--- src/rtl/seg_scan_driver_if.sv ---
// Bundle between the view controller and the 7-segment/LED display receiver.
// master drives the values to show; slave (the display driver) drives the pins.
interface seg_scan_driver_if;
  logic [5:0] showLeft;
  logic [5:0] showMiddle;
  logic [5:0] showRight;
  logic [9:0] LEDMsg;
  logic       blink_en;
  logic [7:0] an;
  logic [6:0] seg;
  logic [9:0] led;

  modport master (
    output showLeft, showMiddle, showRight, LEDMsg, blink_en,
    input  an, seg, led
  );

  modport slave (
    input  showLeft, showMiddle, showRight, LEDMsg, blink_en,
    output an, seg, led
  );
endinterface

--- src/rtl/seg_scan_driver.sv ---
// Time-multiplexed six-digit 7-segment scanner plus LED bar register.
// an/seg/led are registered (1 cycle); no backpressure, inputs are snapshotted once per frame.
module seg_scan_driver #(
  parameter int SCAN_DIV     = 50000,
  parameter int BLINK_FRAMES = 83
) (
  input  logic              cp,
  input  logic              rst_n,
  seg_scan_driver_if.slave  bus
);
  localparam int CW = (SCAN_DIV > 1) ? $clog2(SCAN_DIV) : 1;
  localparam int BW = (BLINK_FRAMES > 1) ? $clog2(BLINK_FRAMES) : 1;

  typedef enum logic [2:0] {D0, D1, D2, D3, D4, D5} digit_t;

  digit_t          r_digit;
  logic [CW-1:0]   r_scan_cnt;
  logic [BW-1:0]   r_blink_cnt;
  logic            r_phase;
  logic [5:0]      r_sL, r_sM, r_sR;

  logic            w_scan_last;
  logic            w_snap;
  logic [5:0]      w_sL, w_sM, w_sR;
  logic [5:0]      w_val;
  logic [5:0]      w_bcd;
  logic            w_is_tens;
  logic            w_blank;

  function automatic logic [6:0] f_seg(input logic [5:0] b);
    case (b)
      6'd0:    f_seg = 7'h40;
      6'd1:    f_seg = 7'h79;
      6'd2:    f_seg = 7'h24;
      6'd3:    f_seg = 7'h30;
      6'd4:    f_seg = 7'h19;
      6'd5:    f_seg = 7'h12;
      6'd6:    f_seg = 7'h02;
      6'd7:    f_seg = 7'h78;
      6'd8:    f_seg = 7'h00;
      6'd9:    f_seg = 7'h10;
      default: f_seg = 7'h7F;
    endcase
  endfunction

  assign w_scan_last = (r_scan_cnt == CW'(SCAN_DIV - 1));
  assign w_snap      = (r_scan_cnt == '0) && (r_digit == D0);

  // Bypass the snapshot on its load edge so d0's first cycle already shows the new frame.
  assign w_sL = w_snap ? bus.showLeft   : r_sL;
  assign w_sM = w_snap ? bus.showMiddle : r_sM;
  assign w_sR = w_snap ? bus.showRight  : r_sR;

  always_comb begin
    w_val = w_sR;
    case (r_digit)
      D0, D1:  w_val = w_sR;
      D2, D3:  w_val = w_sM;
      D4, D5:  w_val = w_sL;
      default: w_val = w_sR;
    endcase
  end

  assign w_is_tens = r_digit[0];
  assign w_bcd     = w_is_tens ? (w_val / 6'd10) : (w_val % 6'd10);
  assign w_blank   = r_phase || (w_is_tens && (w_bcd == 6'd0));

  always_ff @(posedge cp) begin
    if (!rst_n) begin
      r_scan_cnt  <= '0;
      r_digit     <= D0;
      r_blink_cnt <= '0;
      r_phase     <= 1'b0;
      r_sL        <= '0;
      r_sM        <= '0;
      r_sR        <= '0;
      bus.an      <= 8'hFF;
      bus.seg     <= 7'h7F;
      bus.led     <= '0;
    end else begin
      bus.led <= bus.LEDMsg;

      if (w_snap) begin
        r_sL <= bus.showLeft;
        r_sM <= bus.showMiddle;
        r_sR <= bus.showRight;
      end

      if (w_scan_last) begin
        r_scan_cnt <= '0;
        case (r_digit)
          D0:      r_digit <= D1;
          D1:      r_digit <= D2;
          D2:      r_digit <= D3;
          D3:      r_digit <= D4;
          D4:      r_digit <= D5;
          default: r_digit <= D0;
        endcase
      end else begin
        r_scan_cnt <= r_scan_cnt + 1'b1;
      end

      if (!bus.blink_en) begin
        r_blink_cnt <= '0;
        r_phase     <= 1'b0;
      end else if (w_scan_last && (r_digit == D5)) begin
        if (r_blink_cnt == BW'(BLINK_FRAMES - 1)) begin
          r_blink_cnt <= '0;
          r_phase     <= ~r_phase;
        end else begin
          r_blink_cnt <= r_blink_cnt + 1'b1;
        end
      end

      if (w_blank) begin
        bus.an  <= 8'hFF;
        bus.seg <= 7'h7F;
      end else begin
        bus.an  <= ~(8'd1 << r_digit);
        bus.seg <= f_seg(w_bcd);
      end
    end
  end
endmodule
--- src/flat_wrapper.sv ---
// flat-port wrapper written by rule: the top's interface ports become plain ports
module seg_scan_driver_flat 
#(
  parameter int SCAN_DIV     = 50000,
  parameter int BLINK_FRAMES = 83
)
  (cp, rst_n, bus_showLeft, bus_showMiddle, bus_showRight, bus_LEDMsg, bus_blink_en, bus_an, bus_seg, bus_led);
  seg_scan_driver_if bus_i ();
  input  logic cp;
  input  logic rst_n;
  input wire logic [$bits(bus_i.showLeft)-1:0] bus_showLeft;
  input wire logic [$bits(bus_i.showMiddle)-1:0] bus_showMiddle;
  input wire logic [$bits(bus_i.showRight)-1:0] bus_showRight;
  input wire logic [$bits(bus_i.LEDMsg)-1:0] bus_LEDMsg;
  input wire logic [$bits(bus_i.blink_en)-1:0] bus_blink_en;
  output wire logic [$bits(bus_i.an)-1:0] bus_an;
  output wire logic [$bits(bus_i.seg)-1:0] bus_seg;
  output wire logic [$bits(bus_i.led)-1:0] bus_led;
  assign bus_i.showLeft = bus_showLeft;
  assign bus_i.showMiddle = bus_showMiddle;
  assign bus_i.showRight = bus_showRight;
  assign bus_i.LEDMsg = bus_LEDMsg;
  assign bus_i.blink_en = bus_blink_en;
  assign bus_an = bus_i.an;
  assign bus_seg = bus_i.seg;
  assign bus_led = bus_i.led;
  seg_scan_driver #(.SCAN_DIV(SCAN_DIV), .BLINK_FRAMES(BLINK_FRAMES)) u_core (.cp(cp), .rst_n(rst_n), .bus(bus_i));
endmodule
--- config.mk ---
export PLATFORM = sky130hd
export DESIGN_NAME = seg_scan_driver_flat
export DESIGN_NICKNAME = d
export VERILOG_FILES = /design/src/rtl/seg_scan_driver_if.sv /design/src/rtl/seg_scan_driver.sv /design/src/flat_wrapper.sv
export SDC_FILE = /design/constraint.sdc
export NUM_CORES = 1
export LEC_CHECK = 0
export BUFFER_PORTS_ARGS = -buffer_cell sky130_fd_sc_hd__buf_2
export CORE_ASPECT_RATIO = 0.75
export CORE_MARGIN = 1
export CORE_UTILIZATION = 35
export CTS_BUF_LIST = sky130_fd_sc_hd__clkbuf_16
export CTS_CLUSTER_SIZE = 40
export DETAILED_ROUTE_END_ITERATION = 7
export GPL_TIMING_DRIVEN = 0
export HOLD_SLACK_MARGIN = 0.08
export PLACE_DENSITY = 0.56
export SLEW_MARGIN = 15
export SYNTH_ARGS = -nofsm -noshare
export SYNTH_HDL_FRONTEND = slang
export SYNTH_SLANG_ARGS = --single-unit
--- constraint.sdc ---
create_clock -name cp -period 13.1 [get_ports cp]
set_clock_uncertainty 0.1 [all_clocks]
set_input_delay 1.965 -clock cp [delete_from_list [all_inputs] [get_ports cp]]
set_output_delay 1.965 -clock cp [all_outputs]
set_load 0.02 [all_outputs]
==> PnR_summary.wiki <==
{| class="wikitable"
! Metric !! Value
|-
| Vias || 3538
|-
| TritonCTS buffer count || 9
|-
| Number of flops mapped to enable cells by yosys || 0
|-
| Initial cell density of the core || approximately 37%
|-
| Worst reg2reg path startpoint || u_core.r_scan_cnt[0]
|-
| Busiest grt layer || met2
|-
| Growth of design area from synthesis to finish || 18.90%
|-
| CTS sink count || 70
|-
| Clock tree from TritonCTS || yes
|-
| Total count of max-transition violations in the final report || 0
|-
| Post-detailed-route wirelength per cell || 14.71 um
|-
| Post-route ant nets || 0
|-
| Vias in the first global route || 3400
|-
| Count of instances resized after the clock tree is built || 0
|-
| RSZ-0062 raised after global routing || false
|-
| DRT iter0 DRCs || 174
|-
| Level count of the clock H-tree || 3
|-
| Met1 Use GR || 23.47%
|-
| Clock network latency to the later pin of the worst-skew pair || between 300 and 400 ps
|-
| DRC violation count after routing || 0
|-
| Required time worst endpoint || 13200 ps
|-
| Core area || 11110 um^2
|-
| Number of inserted diodes || 0
|-
| Setup TNS || 0 ps
|-
| Global router's overall resource usage || roughly 17%
|-
| Average cell area after synthesis || just under 9 um^2
|-
| Clock period minus final worst setup slack || about 6100 ps
|-
| Die area || 12050 um^2
|-
| Critical path arrival || 6240 ps
|-
| GRT Residual Overflow || 0
|-
| Post-synth top area share || 34.48%
|-
| Final WS setup || 6965 ps
|-
| Worst flop-to-flop path endpoint || u_core.bus.seg[4]
|-
| Final setup violation count || 0
|-
| Share of async-settable or async-resettable flops after synthesis || 0%
|-
| Antenna violations before repair || 0
|-
| Number of buffers inserted by hold repair at cts || 0
|-
| Sum of net half-perimeters after detailed placement || 7379 um
|-
| Max Freq || around 160 MHz
|-
| Netlist Area Pre-Place || 4064 um^2
|-
| Status || completed
|-
| Total iterations of the first detailed-routing run || 4
|-
| CTS max path bufs || 2
|-
| Static leakage power || 1.870 nW
|-
| Placed cell areas || roughly 4500 um^2
|-
| Setup slack on the worst flop-to-flop path || 7330 ps
|-
| Worst setup path startpoint || bus_showMiddle[3]
|-
| Worst setup slack before clock tree synthesis || 6703 ps
|-
| Kind of end point of the critical path || register
|-
| Worst-Margin Slew || 593.6 ps
|-
| Net count, final || 564
|-
| Total wirelength of the detailed-routed design || 9796 um
|-
| Max-capacitance violation count || 0
|-
| Most used DFF post-synth || sky130_fd_sc_hd__dfxtp_1
|-
| Number of distinct library cells after synthesis || 88
|-
| Proportion of layout cells with a drive suffix above 1 || a little under a quarter
|-
| Critical-path maximum fanout || 10
|-
| Cell type with the highest aggregate area in the netlist || sky130_fd_sc_hd__dfxtp_1
|-
| Worst VDD drop || 91.38 uV
|-
| Number of placement rows || 33
|-
| Total non-filler cell area in the finished layout || 4832 um^2
|-
| Critical path type || in2reg
|-
| Class of the worst hold path || reg2reg
|-
| Register bit total from synthesis || 70
|-
| Width of the die || 126.4 um
|-
| Crit path to || u_core.bus.seg[4]
|-
| Hold Fails Final Rpt || 0
|-
| Buffers inserted by post-CTS timing repair || 0
|-
| Count of port buffers added during placement || 54
|-
| Top post-synthesis cells by count || sky130_fd_sc_hd__dfxtp_1, sky130_fd_sc_hd__nand2_1, sky130_fd_sc_hd__nor2_1
|-
| Met3 Track Usage GR || 3.984%
|-
| Global-route track usage on met2 || a little over a quarter
|-
| Mean number of vias per cell || 5.312
|-
| First-pass GRT wire length || approximately 16000 um
|-
| Startpoint type of the worst setup path || input pin
|-
| Share of synthesized area occupied by flip-flops and latches || around a third
|-
| Clock input transition at the sequential cells of the worst setup and hold paths || 60 ps
|-
| Largest net degree at the start of global routing || 14
|-
| Warnings, synthesis || 0
|-
| Pwr dens || 147.9 nW/um^2
|-
| Total nets after synthesis || 499
|-
| Count leader, synth || sky130_fd_sc_hd__dfxtp_1
|-
| Last weighted congestion value of the routability-driven placer || slightly below 0.9
|-
| Die Y-Extent || 95.32 um
|-
| Max-slew headroom at the worst pin || 60.43%
|-
| Largest cells by area after synthesis || sky130_fd_sc_hd__dfxtp_1, sky130_fd_sc_hd__nand2_1, sky130_fd_sc_hd__ha_1, sky130_fd_sc_hd__nor2_1, sky130_fd_sc_hd__nand3_1
|-
| Number of cells traversed by the worst register-to-register path || 22
|-
| IO Count || 56
|-
| Gate count after technology mapping || 456
|-
| Fin crit share || 46.84%
|-
| CTS Root Buffer Type || sky130_fd_sc_hd__clkbuf_16
|}
-- layout make-up --
type                       count  area (um^2)
timing repair buffer          54        270.3
clock inverter                 7        97.59
tap                          140        175.2
buffer                        22        133.9
clock buffer                   9        225.2
multi-input combinational    341         2436
fill                        1097         6275
inverter                      23        92.59
sequential                    70         1401
-- where the power goes --
| group | switching, mW | internal, mW | leakage [nW] |
|---|---|---|---|
| clock network | 0.0967 | 0.167 | 0.157 |
| registers | 0.00477 | 0.230 | 0.573 |
| logic | 0.129 | 0.0867 | 1.14 |
| total | 0.231 | 0.484 | 1.87 |
-- per-stage QoR --
stage	util [%]	instances	power (mW)	hold WS [ps]
global route	43.51	666	0.7554	399.5
detailed placement	40.60	650	0.4539	365.9
global placement	40.60	650	0.4517	353.7
CTS	43.51	666	0.7211	374.1
finish	43.51	666	0.7146	370.5
floorplan	-	456	0.4045	341.0
-- worst max-delay path: stages --
cell                       delay [ps]
sky130_fd_sc_hd__buf_2            110
sky130_fd_sc_hd__a41oi_1          250
sky130_fd_sc_hd__a21oi_1          150
sky130_fd_sc_hd__nor2_4           300
sky130_fd_sc_hd__clkinv_2         150
sky130_fd_sc_hd__buf_4            200
sky130_fd_sc_hd__ha_1             290
sky130_fd_sc_hd__clkbuf_1         220
sky130_fd_sc_hd__maj3_1           420
sky130_fd_sc_hd__or3_4            380
sky130_fd_sc_hd__and3_1           170
sky130_fd_sc_hd__buf_6            140
sky130_fd_sc_hd__mux2_2           300
sky130_fd_sc_hd__ha_1             210
sky130_fd_sc_hd__a21oi_1          450
sky130_fd_sc_hd__o311a_1          400
sky130_fd_sc_hd__o211ai_1         120
-- cells in the final DEF (no fill, tap or decap), drive strengths merged, types with 10 or more instances in the layout --
cell type and count:
a21boi 17, a21oi 16, and2 14, and3 11, buf 64, clkbuf 21
dfxtp 70, ha 12, inv 22, nand2 50, nand3 22, nor2 41
o21ai 15, xnor2 12, xor2 10
-- how the worst min path moves through the flow --
stage | startpoint | end | slack [ps] | cells past startpoint
global route | u_core.r_sL[2] | u_core.r_sL[2] | 400 | 2
finish | u_core.r_sL[4] | u_core.r_sL[4] | 370 | 2
global placement | u_core.r_sL[1] | u_core.r_sL[1] | 350 | 2
detailed placement | u_core.r_sL[4] | u_core.r_sL[4] | 370 | 2
CTS | u_core.r_sL[4] | u_core.r_sL[4] | 370 | 2
floorplan | u_core.r_sL[1] | u_core.r_sL[1] | 340 | 2
-- cells by family after synthesis --
logic type	share of synthesized area [%]
mux	2.525
fa+ha+maj	3.941
compound gates	24.38
buf+inv	5.572
simple gates	24.35
xor+xnor	4.741
flops	34.48
-- layer usage --
metal | routed length, um | part of all wire (%)
met4 | 74 | 0.76
met5 | 0 | 0
met3 | 433 | 4.4
met1 | 4938 | 50
met2 | 4350 | 44
-- state kept, by name (all words and copies together) (netlist names) --
register	count
u_core.r_scan_cnt	16
u_core.bus.led	10
u_core.bus.an	8
u_core.bus.seg	7
u_core.r_blink_cnt	7
u_core.r_sL	6
u_core.r_sM	6
u_core.r_sR	6
u_core.r_digit	3
u_core.r_phase	1
Power figures use the tool's default switching activity.
